[src/rtl/ac_pkg.sv]
// Shared types and constants for the strip dispatcher: FSM encoding,
// error-bit positions and the counter-width helper.
package ac_pkg;

    typedef enum logic [2:0] {
        IDLE,
        WAIT_SOF,
        RUN,
        DRAIN,
        DONE
    } ac_state_e;

    localparam int ERR_LINE = 0;
    localparam int ERR_SOF  = 1;

    // Counters never collapse to zero width, even for a single lane or strip.
    function automatic int cnt_w(input int n);
        return (n > 1) ? $clog2(n) : 1;
    endfunction

    localparam int DEF_SRC_IMG_WIDTH  = 960;
    localparam int DEF_SRC_IMG_HEIGHT = 540;
    localparam int DEF_N_PARALLEL     = 4;
    localparam int DEF_COL_W  = cnt_w(DEF_SRC_IMG_WIDTH);
    localparam int DEF_ROW_W  = cnt_w(DEF_SRC_IMG_HEIGHT);
    localparam int DEF_LANE_W = cnt_w(DEF_N_PARALLEL);
    localparam int DEF_SCOL_W = cnt_w(DEF_SRC_IMG_WIDTH / DEF_N_PARALLEL);

endpackage

[src/rtl/ac_lane_slice.sv]
// One-entry hold register feeding a single upsampling lane.
module ac_lane_slice #(
    parameter int PIX_WIDTH = 24
) (
    input  logic                 clk,
    input  logic                 rst_n,
    input  logic                 load,
    input  logic [PIX_WIDTH-1:0] load_data,
    input  logic                 load_last,
    input  logic                 rready,
    output logic                 rvalid,
    output logic [PIX_WIDTH-1:0] rdata,
    output logic                 rlast
);

    logic                 valid_reg;
    logic [PIX_WIDTH-1:0] data_reg;
    logic                 last_reg;

    // A load wins over a drain, so drain+load in one cycle keeps the entry full.
    always_ff @(posedge clk) begin
        if (!rst_n) begin
            valid_reg <= 1'b0;
            data_reg  <= '0;
            last_reg  <= 1'b0;
        end else if (load) begin
            valid_reg <= 1'b1;
            data_reg  <= load_data;
            last_reg  <= load_last;
        end else if (rready) begin
            valid_reg <= 1'b0;
        end
    end

    assign rvalid = valid_reg;
    assign rdata  = data_reg;
    assign rlast  = last_reg;

endmodule

[src/rtl/ac_strip_dispatch.sv]
// Splits each source line into N_PARALLEL column strips, one registered
// valid/ready channel per upsampling lane, with frame sequencing and status.
module ac_strip_dispatch
    import ac_pkg::*;
#(
    parameter int PIX_WIDTH      = 24,
    parameter int N_PARALLEL     = 4,
    parameter int SRC_IMG_WIDTH  = 960,
    parameter int SRC_IMG_HEIGHT = 540
) (
    input  logic                            clk,
    input  logic                            rst_n,
    input  logic                            crf_ac_UPSTART,
    output logic                            ac_crf_processing,
    output logic                            ac_crf_frame_done,
    output logic [1:0]                      ac_crf_err,
    input  logic                            s_axis_tvalid,
    output logic                            s_axis_tready,
    input  logic [PIX_WIDTH-1:0]            s_axis_tdata,
    input  logic                            s_axis_tlast,
    input  logic                            s_axis_tuser,
    output logic [N_PARALLEL-1:0]           ac_upsp_rvalid,
    input  logic [N_PARALLEL-1:0]           upsp_ac_rready,
    output logic [N_PARALLEL*PIX_WIDTH-1:0] ac_upsp_rdata,
    output logic [N_PARALLEL-1:0]           ac_upsp_rlast
);

    localparam int STRIP  = SRC_IMG_WIDTH / N_PARALLEL;
    localparam int COL_W  = cnt_w(SRC_IMG_WIDTH);
    localparam int ROW_W  = cnt_w(SRC_IMG_HEIGHT);
    localparam int SCOL_W = cnt_w(STRIP);
    localparam int LANE_W = cnt_w(N_PARALLEL);

    localparam logic [COL_W-1:0]  COL_LAST  = COL_W'(SRC_IMG_WIDTH - 1);
    localparam logic [ROW_W-1:0]  ROW_LAST  = ROW_W'(SRC_IMG_HEIGHT - 1);
    localparam logic [SCOL_W-1:0] SCOL_LAST = SCOL_W'(STRIP - 1);
    localparam logic [LANE_W-1:0] LANE_LAST = LANE_W'(N_PARALLEL - 1);

    generate
        if (SRC_IMG_WIDTH % N_PARALLEL != 0) begin : g_bad_split
            $fatal(1, "ac_strip_dispatch: N_PARALLEL must divide SRC_IMG_WIDTH");
        end
    endgenerate

    ac_state_e          state_reg;
    logic [COL_W-1:0]   col_reg;
    logic [ROW_W-1:0]   row_reg;
    logic [SCOL_W-1:0]  scol_reg;
    logic [LANE_W-1:0]  lane_reg;
    logic               processing_reg;
    logic               frame_done_reg;
    logic [1:0]         err_reg;

    logic                  tready;
    logic                  in_hs;
    logic                  accept;
    logic                  at_eol;
    logic                  at_eos;
    logic                  at_eof;
    logic                  drain_done;
    logic [N_PARALLEL-1:0] lane_load;

    always_comb begin
        tready = 1'b0;
        case (state_reg)
            WAIT_SOF: tready = 1'b1;
            RUN:      tready = !ac_upsp_rvalid[lane_reg] || upsp_ac_rready[lane_reg];
            default:  tready = 1'b0;
        endcase
    end

    assign in_hs  = s_axis_tvalid && tready;
    assign accept = in_hs && ((state_reg == RUN) || ((state_reg == WAIT_SOF) && s_axis_tuser));
    assign at_eol = (col_reg == COL_LAST);
    assign at_eos = (scol_reg == SCOL_LAST);
    assign at_eof = at_eol && (row_reg == ROW_LAST);

    // Every lane is empty or emptying this cycle, so the holds are clear after the edge.
    assign drain_done = &(~ac_upsp_rvalid | upsp_ac_rready);

    generate
        for (genvar gi = 0; gi < N_PARALLEL; gi++) begin : g_lane
            assign lane_load[gi] = accept && (lane_reg == LANE_W'(gi));

            ac_lane_slice #(
                .PIX_WIDTH (PIX_WIDTH)
            ) u_slice (
                .clk       (clk),
                .rst_n     (rst_n),
                .load      (lane_load[gi]),
                .load_data (s_axis_tdata),
                .load_last (at_eos),
                .rready    (upsp_ac_rready[gi]),
                .rvalid    (ac_upsp_rvalid[gi]),
                .rdata     (ac_upsp_rdata[gi*PIX_WIDTH +: PIX_WIDTH]),
                .rlast     (ac_upsp_rlast[gi])
            );
        end
    endgenerate

    always_ff @(posedge clk) begin
        if (!rst_n) begin
            state_reg      <= IDLE;
            col_reg        <= '0;
            row_reg        <= '0;
            scol_reg       <= '0;
            lane_reg       <= '0;
            processing_reg <= 1'b0;
            frame_done_reg <= 1'b0;
            err_reg        <= '0;
        end else begin
            frame_done_reg <= 1'b0;

            if (accept) begin
                // Line position comes from the counters; tlast is only checked.
                if (s_axis_tlast != at_eol)
                    err_reg[ERR_LINE] <= 1'b1;
                if ((state_reg == RUN) && s_axis_tuser)
                    err_reg[ERR_SOF] <= 1'b1;

                if (at_eol) begin
                    col_reg <= '0;
                    row_reg <= at_eof ? '0 : row_reg + ROW_W'(1);
                end else begin
                    col_reg <= col_reg + COL_W'(1);
                end

                if (at_eos) begin
                    scol_reg <= '0;
                    lane_reg <= (lane_reg == LANE_LAST) ? '0 : lane_reg + LANE_W'(1);
                end else begin
                    scol_reg <= scol_reg + SCOL_W'(1);
                end
            end

            case (state_reg)
                IDLE: begin
                    if (crf_ac_UPSTART) begin
                        err_reg        <= '0;
                        processing_reg <= 1'b1;
                        col_reg        <= '0;
                        row_reg        <= '0;
                        scol_reg       <= '0;
                        lane_reg       <= '0;
                        state_reg      <= WAIT_SOF;
                    end
                end
                WAIT_SOF: begin
                    if (accept)
                        state_reg <= at_eof ? DRAIN : RUN;
                end
                RUN: begin
                    if (accept && at_eof)
                        state_reg <= DRAIN;
                end
                DRAIN: begin
                    if (drain_done) begin
                        frame_done_reg <= 1'b1;
                        processing_reg <= 1'b0;
                        state_reg      <= DONE;
                    end
                end
                DONE: begin
                    state_reg <= IDLE;
                end
                default: begin
                    state_reg <= IDLE;
                end
            endcase
        end
    end

    assign s_axis_tready     = tready;
    assign ac_crf_processing = processing_reg;
    assign ac_crf_frame_done = frame_done_reg;
    assign ac_crf_err        = err_reg;

endmodule
[config.mk]
export PLATFORM = sky130hd
export DESIGN_NAME = ac_strip_dispatch
export DESIGN_NICKNAME = d
export VERILOG_FILES = /design/src/rtl/ac_pkg.sv /design/src/rtl/ac_lane_slice.sv /design/src/rtl/ac_strip_dispatch.sv
export SDC_FILE = /design/constraint.sdc
export NUM_CORES = 1
export LEC_CHECK = 0
export ABC_AREA = 1
export CAP_MARGIN = 10
export CORE_ASPECT_RATIO = 0.9
export CORE_MARGIN = 1.5
export CORE_UTILIZATION = 51
export CTS_BUF_LIST = sky130_fd_sc_hd__clkbuf_8
export DETAILED_ROUTE_END_ITERATION = 10
export PLACE_DENSITY_LB_ADDON = 0.12
export SETUP_SLACK_MARGIN = 0.1
export SYNTH_ARGS = -nofsm -noshare
export SYNTH_HDL_FRONTEND = slang
export SYNTH_SLANG_ARGS = --single-unit
[constraint.sdc]
create_clock -name clk -period 1.8 [get_ports clk]
set_input_delay 0.18 -clock clk [delete_from_list [all_inputs] [get_ports clk]]
set_output_delay 0.18 -clock clk [all_outputs]
set_load 0.02 [all_outputs]
==> results.json, run 1 <==
{
  "status": "finished, final reports clean",
  "setup_viol": 0,
  "avgViaCountPerCell": 5.31,
  "synth_seq_cells": 141,
  "numPortBuffers": 142,
  "finClkSkew_ps": 12.8,
  "drc_errors": 0,
  "synth.distinct_cells": 33,
  "numCtsBuffers": 17,
  "dpl.hpwl_um": 11600,
  "routed_wl_um": 18200,
  "area_growth_pct": 46.7,
  "drtPass1Iterations": 5,
  "setup.worst_path.start_class": "flip-flop",
  "period_share": 0.995,
  "yosysWarnings": 0,
  "critical_path_class": "reg -> reg",
  "synth_area_per_cell_um2": 7.41,
  "grt_overflow": 0,
  "irDropWorstVdd_v": 0.000601,
  "start_util": 0.532,
  "cts.sinks": 141,
  "drt-initial-drc-count": 500,
  "core_area_mm2": 0.0110,
  "regToRegSetupSlack_ps": 10,
  "min_to": "g_lane[0].u_slice.rdata[6]",
  "min_path_cells": 3,
  "n_antenna_cell": 0,
  "r2r-start": "state_reg[0]",
  "grt_pass1_wl_um": 27000,
  "arrival_ps": 2170,
  "critPathMaxFanout": 13,
  "maxSlewViolCount": 0,
  "drive_gt1_frac": 0.193,
  "cp_slowest_stage_delay_ps": 370,
  "rows": 36,
  "die_h_um": 105,
  "timing.rr.end": "g_lane[3].u_slice.rdata[23]",
  "largest_register_ff_count": 96,
  "dieArea_mm2": 0.0121,
  "yosys-top-cells-count": "nand2_1, dfxtp_1, nor2_1",
  "path_cells": "nor2_4 -> nand2_2 -> inv_4 -> nor2_4 -> nor2_8 -> buf_4 -> nand2_4 -> nor2_4 -> buf_8 -> o21ai_0 -> nor2_1",
  "grt_pass1_vias": 5584,
  "synth_top_area_cell": "dfxtp_1",
  "syn_nets": 830,
  "critPathSlowestCell": "dfxtp_4",
  "nNetsFinal": 998,
  "ios": 143,
  "post-route-min-period_ps": 1790,
  "r2r_cells": 11,
  "antenna_found_initial": 0,
  "grt_max_degree": 48,
  "fmax_mhz": 559,
  "hp-start": "s_axis_tdata[6]",
  "whs_ps": 393,
  "syn_inst": 789,
  "h-tree-depth": 4,
  "synth_edf_count": 0,
  "crit_required_ps": 2180,
  "relSlewSlack": 0.724,
  "p_per_area_mw_per_mm2": 949,
  "synth_area_leaders": "dfxtp_1, nand2_1, a21oi_1",
  "min-delay-path-class": "in -> reg",
  "vias": 5962,
  "final-hold-violation-count": 0,
  "cts_tree": "done",
  "rsz0062_at_grt": "true",
  "cts_hold_buf": 0,
  "synth_top_area_frac": 0.483,
  "syn_area_mm2": 0.00584,
  "power_w": 0.00814,
  "clockBufferDepth": 2,
  "grt_usage": 0.283,
  "worst_pin_slew_ps": 410,
  "wl_per_cell_um": 16.3,
  "ys_async_sr_fraction": 0,
  "cts_root_buf": "clkbuf_8",
  "endpoint_kind": "flip-flop",
  "drv_cap": 0,
  "clk_pin_slew_ps": 80,
  "ys_seq_area_frac": 0.483,
  "synth_ff_type": "dfxtp_1",
  "finalSetupTns_ps": 0,
  "p_leak_nw": 3.28,
  "gp_congestion": 0.908,
  "worstSkewPairLatency_ps": 440,
  "crit_top_cell": "nor2_4",
  "antenna_left": 0,
  "die_x_um": 116,
  "yosysMostFrequentCell": "nand2_1"
}
cells in the final DEF (no fill, tap or decap), types with 8 or more instances in the layout:
master,Yosys,layout
a21oi_1,91,62
a21oi_2,0,29
buf_12,0,10
buf_4,8,30
buf_6,8,8
clkbuf_8,0,18
clkdlybuf4s50_1,0,141
dfxtp_1,141,135
inv_1,44,43
nand2_1,203,168
nand2_2,5,26
nand2_4,2,16
nand3_1,59,59
nor2_1,95,88
nor3_1,9,8
o21ai_0,55,52
area by class of cell:
class	count	area (um^2)
Sequential cell	141	2840
Fill cell	748	2420
Timing Repair Buffer	193	2010
Multi-Input combinational cell	553	2890
Clock inverter	14	178
Tap cell	152	190
Inverter	51	230
Clock buffer	18	248
worst max path at each step:
stage | from | to | slack (ps) | cells after the start
floorplan | lane_reg[0] | g_lane[3].u_slice.rdata[14] | 120 | 12
global placement | upsp_ac_rready[0] | scol_reg[5] | -120 | 11
detailed placement | upsp_ac_rready[1] | scol_reg[5] | -140 | 11
CTS | state_reg[2] | g_lane[0].u_slice.rdata[18] | 90 | 12
global route | state_reg[0] | g_lane[3].u_slice.rdata[14] | -50 | 11
finish | state_reg[0] | g_lane[3].u_slice.rdata[23] | 10 | 11
power breakdown:
| part | total [W] | internal (W) | switching, W |
|---|---|---|---|
| registers | 0.00334 | 0.00325 | 0.0000920 |
| logic | 0.00207 | 0.000859 | 0.00121 |
| clock network | 0.00272 | 0.00152 | 0.00120 |
metrics by stage:
step                 util  std cells  area, um^2  setup slack, ps
floorplan               -        789        5840              122
global placement    0.690       1075        7580             -118
detailed placement  0.690       1075        7580             -143
CTS                 0.734       1111        8070             89.0
global route        0.780       1122        8570            -53.2
finish              0.780       1122        8570             9.72
what timing repair did:
action,in CTS,in global routing
pin swaps,1,21
gates cloned,1,2
setup buffers,3,9
endpoints found under the setup margin,121,133
resized for setup,16,120
hold endpoints to repair,0,0
critical path, delay by kind of cell, from the launching register on:
family                 cells  cell delay [ps]
buffers and inverters      3              420
and+or+nand+nor            7              810
DFF                        1              370
AOI/OAI and AO/OA          1              120
cell families after synthesis:
group / count (synthesis) / synth area share
DFF: 141 / 0.483
adders and majority gates: 7 / 0.0150
xor gates and xnor gates: 7 / 0.0105
buffers and inverters: 96 / 0.0801
and+or+nand+nor: 387 / 0.280
AOI/OAI and AO/OA: 151 / 0.132
layer usage:
metal	track usage	vias to the layer above	routed length [um]
met4	0.106	0	346
met5	0	-	0
met2	0.454	242	8770
met1	0.354	2810	7740
met3	0.0899	28	1390
li1	-	2882	-
(Power assumes the default switching activity.)
==> run 2: changes to the inputs <==
MAX_ROUTING_LAYER = met4   (was not set)
==> run 2 against run 1 <==
Net effect:
- the flow now finishes with violations (negative setup slack)
- sequential power barely moved
- sequential share of layout area about the same
- clock power down 12%
- register-to-register slack worse by 40 ps
- critical path type unchanged
- largest power group unchanged
==> results.json, run 2 (synthesis results as in run 1) <==
{
  "endpoint_kind": "flip-flop",
  "final_common_cell": "nand2_1",
  "drive_gt1_frac": 0.179,
  "violations": "negative setup slack",
  "grt_overflow": 0,
  "grt_usage": 0.295,
  "cts.sinks": 141,
  "drt-initial-drc-count": 576,
  "maxSlewViolCount": 0,
  "largest_register_ff_count": 96,
  "min_path_cells": 3,
  "finalSetupTns_ps": -116,
  "setup_slack_ps": -31.2,
  "critPathTopFamily": "simple AND/OR/NAND/NOR gates",
  "power_w": 0.00786,
  "cp.depth": 11,
  "relSlewSlack": 0.716,
  "critical_path_class": "reg -> reg",
  "arrival_ps": 2210,
  "start_util": 0.532,
  "critPathLaunch": "scol_reg[0]",
  "crit_top_cell": "o21ai_0",
  "p_int_w": 0.00537,
  "drv_cap": 0,
  "vias": 6208,
  "post-route-min-period_ps": 1830,
  "worstSkewPairLatency_ps": 460,
  "critPathSlowestCell": "dfxtp_1",
  "cp_num_buf_inv": 2,
  "clockBufferDepth": 2,
  "crit_required_ps": 2180,
  "path_cells": "ha_1 -> inv_1 -> nor2_1 -> inv_1 -> nor2_4 -> nand3_1 -> o21ai_0 -> nand2_1 -> o21ai_0 -> o21ai_0 -> nor2_1",
  "finClkSkew_ps": 8.00,
  "p_per_area_mw_per_mm2": 916,
  "setup.worst_path.start_class": "flip-flop",
  "status": "complete, but fails checks",
  "mostFrequentLayoutCells": "nand2_1, clkdlybuf4s50_1, dfxtp_1",
  "antenna_left": 0,
  "routed_wl_um": 19000,
  "antenna_found_initial": 0,
  "whs_ps": 363,
  "dpl.hpwl_um": 11700,
  "sw_frac_of_total": 0.318,
  "final_core_util": 0.781,
  "period_share": 1.02,
  "place_ws_ps": -204,
  "h-tree-depth": 4,
  "p_leak_nw": 3.22,
  "drtPass1Iterations": 8,
  "numCtsBuffers": 17,
  "grt_pass1_vias": 5632,
  "min-delay-path-class": "in -> reg",
  "fmax_mhz": 546,
  "setup_viol": 5,
  "p_clk_frac": 0.306,
  "avgViaCountPerCell": 5.50,
  "fillers": 784,
  "grt_max_degree": 51,
  "irDropWorstVdd_v": 0.000525,
  "r2r-start": "scol_reg[0]",
  "wl_per_cell_um": 16.8,
  "cp_slowest_stage_delay_ps": 390,
  "comb_power_share": 0.269,
  "die_x_um": 116,
  "rows": 36,
  "ios": 143,
  "seq_power_share": 0.425,
  "dieArea_mm2": 0.0121,
  "drc_errors": 0,
  "critPathMaxFanout": 6,
  "cts_tree": "done",
  "final-hold-violation-count": 0,
  "gp_congestion": 0.925,
  "netSwitchingPower_w": 0.00250,
  "r2r_cells": 11,
  "worst_pin_slew_ps": 423,
  "core_area_mm2": 0.0110,
  "clk_pin_slew_ps": 70,
  "area_growth_pct": 46.8,
  "rsz0062_at_grt": "true",
  "hp-start": "s_axis_tdata[17]",
  "cts_root_buf": "clkbuf_8",
  "die_h_um": 105,
  "nNetsFinal": 1005,
  "grt_pass1_wl_um": 27100,
  "n_antenna_cell": 0,
  "numPortBuffers": 142
}
[run 2: changes by cell type in the layout (fill, tap and decap cells not counted), moves of 6 or more]
cell     previous run  this run
nand2_4            16         6
a21oi_2            29        19
nand2_1           168       192
nand3_2             0         6
o21ai_1             3         9
nand3_1            59        53
a21oi_1            62        72
nor2_1             88        81
nand2_2            26        12
[run 2: cell type report]
class,count,area (um^2),share of cell area
multi-input combinational,553,2820,0.329
tap,152,190,0.0222
inverter,51,228,0.0265
clock buffer,22,303,0.0353
timing repair buffer,199,2120,0.247
clock inverter,10,72.6,0.00846
sequential,141,2840,0.331
timing repair inverter,1,5.00,0.000583
[run 2: metal layers]
metal / vias up / track usage / part of all wire
met5: - / - / 0
li1: 2905 / - / -
met3: 78 / 0.0899 / 0.089
met1: 2881 / 0.343 / 0.40
met2: 344 / 0.458 / 0.47
met4: 0 / 0.148 / 0.042
[run 2: worst paths after layout]
kind                                                     to  slack, ps
worst max-delay path                            lane_reg[0]        -30
worst min-delay path            g_lane[1].u_slice.rdata[17]        360
worst max register to register                  lane_reg[0]        -30
worst min register to register  g_lane[2].u_slice.rdata[13]        460
[run 2: what timing repair did]
item                       in CTS  in global routing
setup endpoints to repair     125                134
pin swaps                       1                 17
cloned                          1                  5
setup buffers                   0                 16
hold buffers                    0                  0
resized for setup              14                115
[run 2: power groups by stage]
stage	Combinational, W	Sequential, W	Clock [W]
floorplan	0.000807	0.00347	0
global placement	0.00154	0.00338	0
detailed placement	0.00159	0.00339	0
CTS	0.00164	0.00332	0.00242
global route	0.00224	0.00335	0.00255
finish	0.00212	0.00334	0.00240
[run 2: per-stage QoR]
| step | area, um^2 | instances |
|---|---|---|
| after floorplan | 5840 | 789 |
| after global placement | 7580 | 1075 |
| after detailed placement | 7580 | 1075 |
| after CTS | 7990 | 1108 |
| after global routing | 8580 | 1129 |
| final | 8580 | 1129 |
[run 2: tightest hold or removal path, stage by stage]
cell             delay (ps)
clkdlybuf4s50_1         450
nand2_1                  90
a21oi_1                  50
==> run 3: changes to the inputs <==
ABC_AREA = not set   (was 1)
SLEW_MARGIN = 25   (was not set)
==> run 3 against run 2 <==
Net effect:
- the run still ends with negative setup slack left
- synthesized cell count shrank 9.0%
- combinational power shrank 52%
- fmax shrank 12%
- flip-flop and latch count is the same
- global-route usage grew 4.0 points
- worst hold slack lost 160 ps
- critical path depth shrank 3
- non-clock buffer count grew 43
- sequential power shrank 4%
- critical path type unchanged
==> results.json, run 3 <==
{
  "status": "complete, but fails checks",
  "violations": "negative setup slack",
  "critPathCapture": "col_reg[7]",
  "grt_usage": 0.335,
  "p_leak_nw": 3.17,
  "antenna_left": 0,
  "die_h_um": 105,
  "critical_path_class": "reg -> reg",
  "drive_gt1_frac": 0.202,
  "dieArea_mm2": 0.0123,
  "timing.rr.end": "col_reg[7]",
  "yosysMostFrequentCell": "dfxtp_1",
  "r2r-start": "state_reg[0]",
  "whs_ps": 200,
  "synth_edf_count": 0,
  "syn_area_mm2": 0.00592,
  "synth_area_leaders": "dfxtp_1, a21oi_1, o21ai_0",
  "drtPass1Iterations": 7,
  "n_antenna_cell": 0,
  "gp_congestion": 0.929,
  "critPathMaxFanout": 5,
  "synth.distinct_cells": 52,
  "vias": 6506,
  "r2r_cells": 8,
  "dpl.hpwl_um": 12400,
  "rsz0062_at_grt": "true",
  "die_x_um": 117,
  "synth_seq_cells": 141,
  "grt_pass1_wl_um": 31400,
  "grt_overflow": 0,
  "rows": 37,
  "nNetsFinal": 949,
  "clk_pin_slew_ps": 80,
  "worstSkewPairLatency_ps": 440,
  "antenna_found_initial": 0,
  "syn_inst": 718,
  "arrival_ps": 2450,
  "ys_seq_area_frac": 0.477,
  "routed_wl_um": 20700,
  "setup.worst_path.start_class": "flip-flop",
  "yosysWarnings": 0,
  "relSlewSlack": 0.707,
  "period_share": 1.16,
  "endpoint_kind": "flip-flop",
  "regToRegSetupSlack_ps": -290,
  "post-route-min-period_ps": 2090,
  "clockBufferDepth": 2,
  "final_common_cell": "clkdlybuf4s50_1",
  "setup_slack_ps": -291,
  "final_core_util": 0.795,
  "min-delay-path-class": "in -> reg",
  "ios": 143,
  "final-hold-violation-count": 0,
  "fmax_mhz": 478,
  "largest_register_ff_count": 96,
  "drv_cap": 0,
  "cts_tree": "done",
  "grt_max_degree": 88,
  "synth_top_area_cell": "dfxtp_1",
  "cts_root_buf": "clkbuf_8",
  "critPathLaunch": "state_reg[0]",
  "grt_pass1_vias": 6332,
  "maxSlewViolCount": 0,
  "yosys-top-cells-count": "dfxtp_1, a21oi_1, o21ai_0",
  "cts.sinks": 141,
  "avgViaCountPerCell": 6.05,
  "synth_top_area_frac": 0.477,
  "synth_area_per_cell_um2": 8.24,
  "mostFrequentLayoutCells": "clkdlybuf4s50_1, dfxtp_1, a21oi_1",
  "setup_viol": 138,
  "numCtsBuffers": 17,
  "numPortBuffers": 142,
  "cts_hold_buf": 0,
  "wl_per_cell_um": 19.2,
  "synth_ff_type": "dfxtp_1",
  "h-tree-depth": 4,
  "syn_nets": 759,
  "finClkSkew_ps": 11.7,
  "ys_async_sr_fraction": 0,
  "p_per_area_mw_per_mm2": 797,
  "irDropWorstVdd_v": 0.000694,
  "area_growth_pct": 53.1,
  "fillers": 739,
  "core_area_mm2": 0.0114,
  "worst_pin_slew_ps": 436,
  "start_util": 0.520,
  "drc_errors": 0,
  "crit_required_ps": 2160,
  "drt-initial-drc-count": 724
}
## run 3: per-layer routing
metal  part of all wire  GRT usage  vias up
met5                  0          -        -
met4              0.028      0.120        0
met3              0.093     0.0882       55
met2               0.49      0.542      380
met1               0.38      0.402     3109
li1                   -          -     2962
## run 3: kinds of logic after synthesis
kind of cell             after synthesis  synth area share
AO/OA/AOI/OAI                        265             0.241
XOR/XNOR                               3           0.00444
adder cells (fa/ha/maj)                7            0.0148
buffers and inverters                 85            0.0620
flip-flops                           141             0.477
multiplexers                           4            0.0110
AND/OR/NAND/NOR                      213             0.190
## run 3: how the worst min path moves through the flow
stage	start	endpoint	cells after the start
2_1_floorplan	s_axis_tdata[0]	g_lane[0].u_slice.rdata[0]	2
3_3_place_gp	g_lane[0].u_slice.rlast	g_lane[0].u_slice.rlast	2
3_5_place_dp	ac_crf_err[0]	ac_crf_err[0]	2
4_1_cts	s_axis_tdata[11]	g_lane[1].u_slice.rdata[11]	3
5_1_grt	s_axis_tuser	ac_crf_err[1]	3
6_report	s_axis_tuser	ac_crf_err[1]	3
## run 3: critical path, cell delays in order (launching register included)
cell and delay (ps):
dfxtp_2 350, nand3_2 80, or3_4 350, a21boi_4 160
buf_12 140, buf_12 130, buf_6 110, or4_4 510
a21oi_2 180
## run 3: area by class of cell
cell class | instances | area, um^2 | share of cell area
inverters | 14 | 56.3 | 0.00622
flip-flops and latches | 141 | 2840 | 0.313
multi-input cells | 492 | 2940 | 0.325
well taps | 156 | 195 | 0.0216
clock inverters | 13 | 223 | 0.0246
repair buffers | 242 | 2550 | 0.282
clock buffers | 18 | 248 | 0.0274
## run 3: timing repair
action / CTS / global route
buffers inserted: 20 / 7
pin swaps: 23 / 13
gates cloned: 4 / 2
resized for setup: 83 / 24
setup endpoints to repair: 140 / 140
## run 3: metrics by stage
| stage | instance area [um^2] | total power, W | setup TNS (ps) | cells | worst slack (ps) |
|---|---|---|---|---|---|
| 5_1_grt | 9060 | 0.00742 | -31100 | 1076 | -318 |
| 6_report | 9060 | 0.00722 | -24150 | 1076 | -291 |
| 4_1_cts | 8850 | 0.00712 | -17220 | 1067 | -187 |
| 3_3_place_gp | 7940 | 0.00403 | -43250 | 1013 | -409 |
| 2_1_floorplan | 5970 | 0.00362 | -209 | 718 | -19.6 |
| 3_5_place_dp | 7940 | 0.00404 | -51080 | 1013 | -496 |
## run 3: report_power, final
group	total [W]	switching, W	internal (W)
sequential	0.00319	0.0000316	0.00316
clock	0.00301	0.00120	0.00181
combinational	0.00101	0.000515	0.000497
